==> config.mk <==
export PLATFORM = sky130hd
export DESIGN_NAME = bram_port_arbiter
export DESIGN_NICKNAME = d
export VERILOG_FILES = /design/src/rtl/bram_port_arbiter.sv
export SDC_FILE = /design/constraint.sdc
export NUM_CORES = 1
export LEC_CHECK = 0
export CORE_AREA = 2 2 120 122
export CTS_CLUSTER_SIZE = 40
export DETAILED_ROUTE_END_ITERATION = 10
export DIE_AREA = 0 0 122 124
export PLACE_DENSITY = 0.76
export SYNTH_ARGS = -nofsm -noshare
export SYNTH_HDL_FRONTEND = slang
export SYNTH_SLANG_ARGS = --single-unit
==> constraint.sdc <==
create_clock -name clk -period 3.6 [get_ports clk]
set_clock_uncertainty 0.05 [all_clocks]
set_input_delay 1.08 -clock clk [delete_from_list [all_inputs] [get_ports clk]]
set_output_delay 1.08 -clock clk [all_outputs]
set_load 0.02 [all_outputs]
==> src/rtl/bram_port_arbiter.sv <==
// Two-requester front end for a single-port BRAM: round-robin grant, fixed
// three-cycle transaction (accept, access, response) with range checking.
module bram_port_arbiter #(
  parameter logic [31:0] MEM_BYTES = 32'h00008000
) (
  input  logic        clk,
  input  logic        rst,
  input  logic        req0_valid,
  output logic        req0_ready,
  input  logic [31:0] req0_addr,
  input  logic [3:0]  req0_wstrb,
  input  logic [31:0] req0_wdata,
  input  logic        req1_valid,
  output logic        req1_ready,
  input  logic [31:0] req1_addr,
  input  logic [3:0]  req1_wstrb,
  input  logic [31:0] req1_wdata,
  output logic        rsp0_valid,
  output logic [31:0] rsp0_rdata,
  output logic        rsp0_err,
  output logic        rsp1_valid,
  output logic [31:0] rsp1_rdata,
  output logic        rsp1_err,
  output logic [3:0]  mem_we,
  output logic [31:0] mem_addr,
  output logic [31:0] mem_wdata,
  input  logic [31:0] mem_rdata
);

  typedef enum logic [1:0] {IDLE, ISSUE, RESP} state_t;

  state_t      state_q, state_d;
  logic        ptr_q, ptr_d;
  logic        id_q, id_d;
  logic        in_range_q, in_range_d;
  logic [3:0]  mem_we_q, mem_we_d;
  logic [31:0] mem_addr_q, mem_addr_d;
  logic [31:0] mem_wdata_q, mem_wdata_d;
  logic [1:0]  rsp_valid_q, rsp_valid_d;
  logic        rsp_err_q, rsp_err_d;

  logic        gnt_id;
  logic        accept;
  logic [31:0] sel_addr;
  logic [3:0]  sel_wstrb;
  logic [31:0] sel_wdata;
  logic        sel_in_range;

  // On a tie the requester that was not served last wins.
  always_comb begin
    gnt_id = req1_valid;
    if (req0_valid && req1_valid) gnt_id = ~ptr_q;
    accept       = (state_q == IDLE) && (req0_valid || req1_valid);
    sel_addr     = gnt_id ? req1_addr  : req0_addr;
    sel_wstrb    = gnt_id ? req1_wstrb : req0_wstrb;
    sel_wdata    = gnt_id ? req1_wdata : req0_wdata;
    sel_in_range = sel_addr < MEM_BYTES;
  end

  always_comb begin
    state_d     = state_q;
    ptr_d       = ptr_q;
    id_d        = id_q;
    in_range_d  = in_range_q;
    mem_we_d    = 4'b0000;
    mem_addr_d  = mem_addr_q;
    mem_wdata_d = mem_wdata_q;
    rsp_valid_d = 2'b00;
    rsp_err_d   = 1'b0;
    case (state_q)
      IDLE: begin
        if (accept) begin
          state_d     = ISSUE;
          ptr_d       = gnt_id;
          id_d        = gnt_id;
          in_range_d  = sel_in_range;
          mem_addr_d  = {sel_addr[31:2], 2'b00};
          mem_wdata_d = sel_wdata;
          mem_we_d    = sel_in_range ? sel_wstrb : 4'b0000;
        end
      end
      ISSUE: begin
        state_d     = RESP;
        rsp_valid_d = id_q ? 2'b10 : 2'b01;
        rsp_err_d   = ~in_range_q;
      end
      RESP:    state_d = IDLE;
      default: state_d = IDLE;
    endcase
  end

  always_ff @(posedge clk or posedge rst) begin
    if (rst) begin
      state_q     <= IDLE;
      ptr_q       <= 1'b1;
      id_q        <= 1'b0;
      in_range_q  <= 1'b0;
      mem_we_q    <= 4'b0000;
      mem_addr_q  <= 32'h0;
      mem_wdata_q <= 32'h0;
      rsp_valid_q <= 2'b00;
      rsp_err_q   <= 1'b0;
    end else begin
      state_q     <= state_d;
      ptr_q       <= ptr_d;
      id_q        <= id_d;
      in_range_q  <= in_range_d;
      mem_we_q    <= mem_we_d;
      mem_addr_q  <= mem_addr_d;
      mem_wdata_q <= mem_wdata_d;
      rsp_valid_q <= rsp_valid_d;
      rsp_err_q   <= rsp_err_d;
    end
  end

  assign req0_ready = accept && !gnt_id && !rst;
  assign req1_ready = accept &&  gnt_id && !rst;

  assign mem_we    = mem_we_q;
  assign mem_addr  = mem_addr_q;
  assign mem_wdata = mem_wdata_q;

  // BRAM read data only exists during RESP, so response data is gated, not latched.
  assign rsp0_valid = rsp_valid_q[0];
  assign rsp1_valid = rsp_valid_q[1];
  assign rsp0_err   = rsp_valid_q[0] & rsp_err_q;
  assign rsp1_err   = rsp_valid_q[1] & rsp_err_q;
  assign rsp0_rdata = (rsp_valid_q[0] && !rsp_err_q) ? mem_rdata : 32'h0;
  assign rsp1_rdata = (rsp_valid_q[1] && !rsp_err_q) ? mem_rdata : 32'h0;

endmodule

==> flow_summary.json <==
{
  "status": "finished, final reports clean",
  "finalCritPeriodShare_pct": 97.3,
  "cpPeakStageDelay_ns": 0.59,
  "post-synth-top-area-cell": "sky130_fd_sc_hd__dfrtp_1",
  "crit_path_end_kind": "primary output",
  "first_pass_grt_wire_length_mm": 22.5,
  "areaGrowthSynthToFinish_pct": 94.2,
  "tritoncts": "built",
  "hold_depth": 1,
  "worst_setup_hold_path_clk_slew_ns": 0.06,
  "globalplace.congestion": 0.892,
  "setup_ws_ns": 0.0968,
  "totalNegativeSetupSlack_ns": 0,
  "nets": 894,
  "via_per_inst": 4.76,
  "final_cell_count_no_fill": 907,
  "power-per-cell-area_nw_per_um2": 744,
  "clk_root_buffer_cell": "sky130_fd_sc_hd__clkbuf_16",
  "cts_max_path_buffers": 2,
  "placedInstanceArea_um2": 6980,
  "via_count_of_the_first_global_routing_pass": 4381,
  "drt_iter0_markers": 212,
  "area_of_the_mapped_netlist_um2": 3760,
  "site_rows": 43,
  "timing.hold.worst.start": "in_range_q$_DFFE_PP0P_",
  "synth_async_sr_flop_share_pct": 100,
  "design.portCount": 310,
  "htree_num_levels": 3,
  "ys_seq_elements": 74,
  "finalCoreUtilization_pct": 53.3,
  "grt_overflow": 0,
  "pre_cts_slack_ns": -0.180,
  "ys.flop_type": "sky130_fd_sc_hd__dfrtp_1",
  "clock_sink_count": 74,
  "post-cts-setup-buffers": 0,
  "cts_resized": 2,
  "die_area_um2": 15100,
  "reg2reg_to": "mem_we[2]$_DFF_PP0_",
  "postSynthCellCount": 424,
  "layout-drive-gt1-share_pct": 5.50,
  "vdd_drop_max_v": 0.000359,
  "timing_hold_violations_final": 0,
  "critical_path_arrival_ns": 2.37,
  "max_freq_mhz": 285,
  "antenna_cells": 0,
  "groute.usage.overall_pct": 19.4,
  "tightest_slew_ns": 0.584,
  "num_vias": 4318,
  "worstPathMaxFanout": 4,
  "postRouteWirelength_mm": 15.0,
  "hold_path.class": "reg2reg",
  "die_w_um": 122,
  "post-route-min-period_ns": 3.50,
  "hold_path_end": "rsp_err_q$_DFF_PP0_",
  "path_delay_family": "buffers and inverters",
  "core_um2": 13700,
  "proportion_of_netlist_area_held_by_the_largest_area_contributor_pct": 48.6,
  "synthesis.area_per_instance_um2": 8.87,
  "critPathBufInv": 2,
  "rr_worst_depth": 4,
  "regToRegStartpoint": "state_q[0]$_DFFE_PP0P_",
  "synth_top_area_cells": "sky130_fd_sc_hd__dfrtp_1 49%, sky130_fd_sc_hd__nand2_1 12%, sky130_fd_sc_hd__and2_1 11%",
  "timing.slew.headroom_pct": 61.1,
  "slew_violations": 0,
  "cp_max_stage_cell": "sky130_fd_sc_hd__clkdlybuf4s50_1",
  "synthesis.yosys.warnings": 0,
  "crit_path_cell_trace": "clkdlybuf4s50_1 -> a21boi_1 -> nor3_1 -> dlygate4sd2_1",
  "number_of_enable_type_register_cells_in_the_synthesized_netlist": 0,
  "leakage_nw": 3.07,
  "yosysUniqueCellTypes": 39,
  "place.detailed.hpwl_mm": 11.8,
  "drt-pass1-iter-count": 5,
  "setup_viol_count_final": 0,
  "cp_startpoint_kind": "input pin",
  "grt_max_degree": 49,
  "postRouteAntennaNets": 0,
  "initial_core_util_pct": 27.4,
  "tritoncts.num_buffers": 9,
  "clock_latency_ns": 0.33,
  "route.detailed.wl_per_inst_um": 16.5,
  "grt_setup_unrepaired": "no",
  "cap_violations": 0,
  "antenna_found_initial": 0,
  "die_height_um": 124,
  "drc_violations": 0,
  "nFillCells": 1239,
  "required_worst_endpoint_ns": 2.47,
  "rrSetupSlack_ns": 1.65,
  "portBuffers": 303,
  "final_cell_area_um2": 7310,
  "path_class": "in2out",
  "cts-hold-fix-buffers": 0,
  "synth_sequential_area_ratio_pct": 49.3,
  "placed_cells": 891
}
## logic make-up (layout without fill, tap and decap cells)
| group | count (synthesis) | count (layout) | synth area share, % |
|---|---|---|---|
| AND/OR/NAND/NOR | 237 | 237 | 29.7 |
| AO/OA/AOI/OAI | 76 | 76 | 15.4 |
| flip-flops | 74 | 74 | 49.3 |
| buffers and inverters | 35 | 337 | 5.19 |
| other | 1 | 2 | 0.0997 |
| multiplexers | 1 | 1 | 0.266 |
## cells in the mapped netlist (2+ instances only)
| cell type | n |
|---|---|
| sky130_fd_sc_hd__a2111oi_0 | 2 |
| sky130_fd_sc_hd__a21oi_1 | 3 |
| sky130_fd_sc_hd__a22oi_1 | 40 |
| sky130_fd_sc_hd__a22oi_2 | 5 |
| sky130_fd_sc_hd__a31oi_1 | 16 |
| sky130_fd_sc_hd__and2_1 | 67 |
| sky130_fd_sc_hd__buf_2 | 12 |
| sky130_fd_sc_hd__buf_4 | 3 |
| sky130_fd_sc_hd__buf_6 | 5 |
| sky130_fd_sc_hd__clkbuf_1 | 8 |
| sky130_fd_sc_hd__dfrtp_1 | 73 |
| sky130_fd_sc_hd__inv_1 | 5 |
| sky130_fd_sc_hd__nand2_1 | 124 |
| sky130_fd_sc_hd__nand3_1 | 6 |
| sky130_fd_sc_hd__nor2_1 | 22 |
| sky130_fd_sc_hd__nor2b_1 | 2 |
| sky130_fd_sc_hd__nor3_1 | 3 |
| sky130_fd_sc_hd__nor4_1 | 4 |
| sky130_fd_sc_hd__or4_1 | 4 |
## routing by layer
| layer | track usage [%] | share of wire [%] |
|---|---|---|
| met1 | 22.2 | 37 |
| met3 | 4.21 | 7.9 |
| met5 | 0 | 0 |
| met2 | 34.3 | 52 |
| met4 | 9.34 | 3.0 |
## how the worst max path moves through the flow
stage	start	end	slack (ns)	cells after the start
after floorplan	req1_valid	req1_ready	0.37	4
after global placement	req0_valid	req0_ready	-0.23	4
after detailed placement	req0_valid	req0_ready	-0.18	4
after CTS	req0_valid	req0_ready	0.09	4
after global routing	req0_valid	req0_ready	0.03	4
final	req0_valid	req0_ready	0.1	4
## state kept, by name, summed over array words and instances (netlist names)
name and count:
rsp_err_q 1, state_q 2, ptr_q 1, mem_addr 30, in_range_q 1, rsp_valid_q 2, mem_we 4, mem_wdata 32
id_q 1
## layout make-up
type	instances	area (µm²)	area share, %
Timing Repair Buffer	315	3150	43.1
Sequential cell	74	1850	25.4
Multi-Input combinational cell	316	1730	23.7
Clock buffer	10	239	3.27
Tap cell	180	225	3.08
Clock inverter	6	87.6	1.20
Inverter	6	22.5	0.308
## power by group
| part | switching, mW | internal [mW] | total, mW |
|---|---|---|---|
| registers | 0.217 | 1.22 | 1.44 |
| clock network | 0.360 | 0.627 | 0.987 |
| logic | 1.59 | 1.42 | 3.01 |
## layout by cell type (no fill, tap or decap), drive strengths merged, types with 3 or more instances in the layout
| master | synthesis | final |
|---|---|---|
| clkinv | 1 | 4 |
| nor4 | 4 | 4 |
| or4 | 4 | 4 |
| a21oi | 3 | 3 |
| nor3 | 4 | 4 |
| nand3 | 6 | 6 |
| a22oi | 45 | 45 |
| nand2 | 124 | 124 |
| buf | 21 | 12 |
| clkbuf | 8 | 10 |
| clkdlybuf4s50 | 0 | 301 |
| inv | 5 | 6 |
| and2 | 67 | 67 |
| a31oi | 16 | 16 |
| dfrtp | 73 | 73 |
| nor2 | 23 | 23 |
## stage by stage
step                power, mW  hold WS, ns
floorplan                3.05        0.353
global placement         4.43        0.372
detailed placement       4.49        0.372
CTS                      5.50        0.381
global route             5.78        0.384
finish                   5.44        0.377
(Power assumes the default switching activity.)
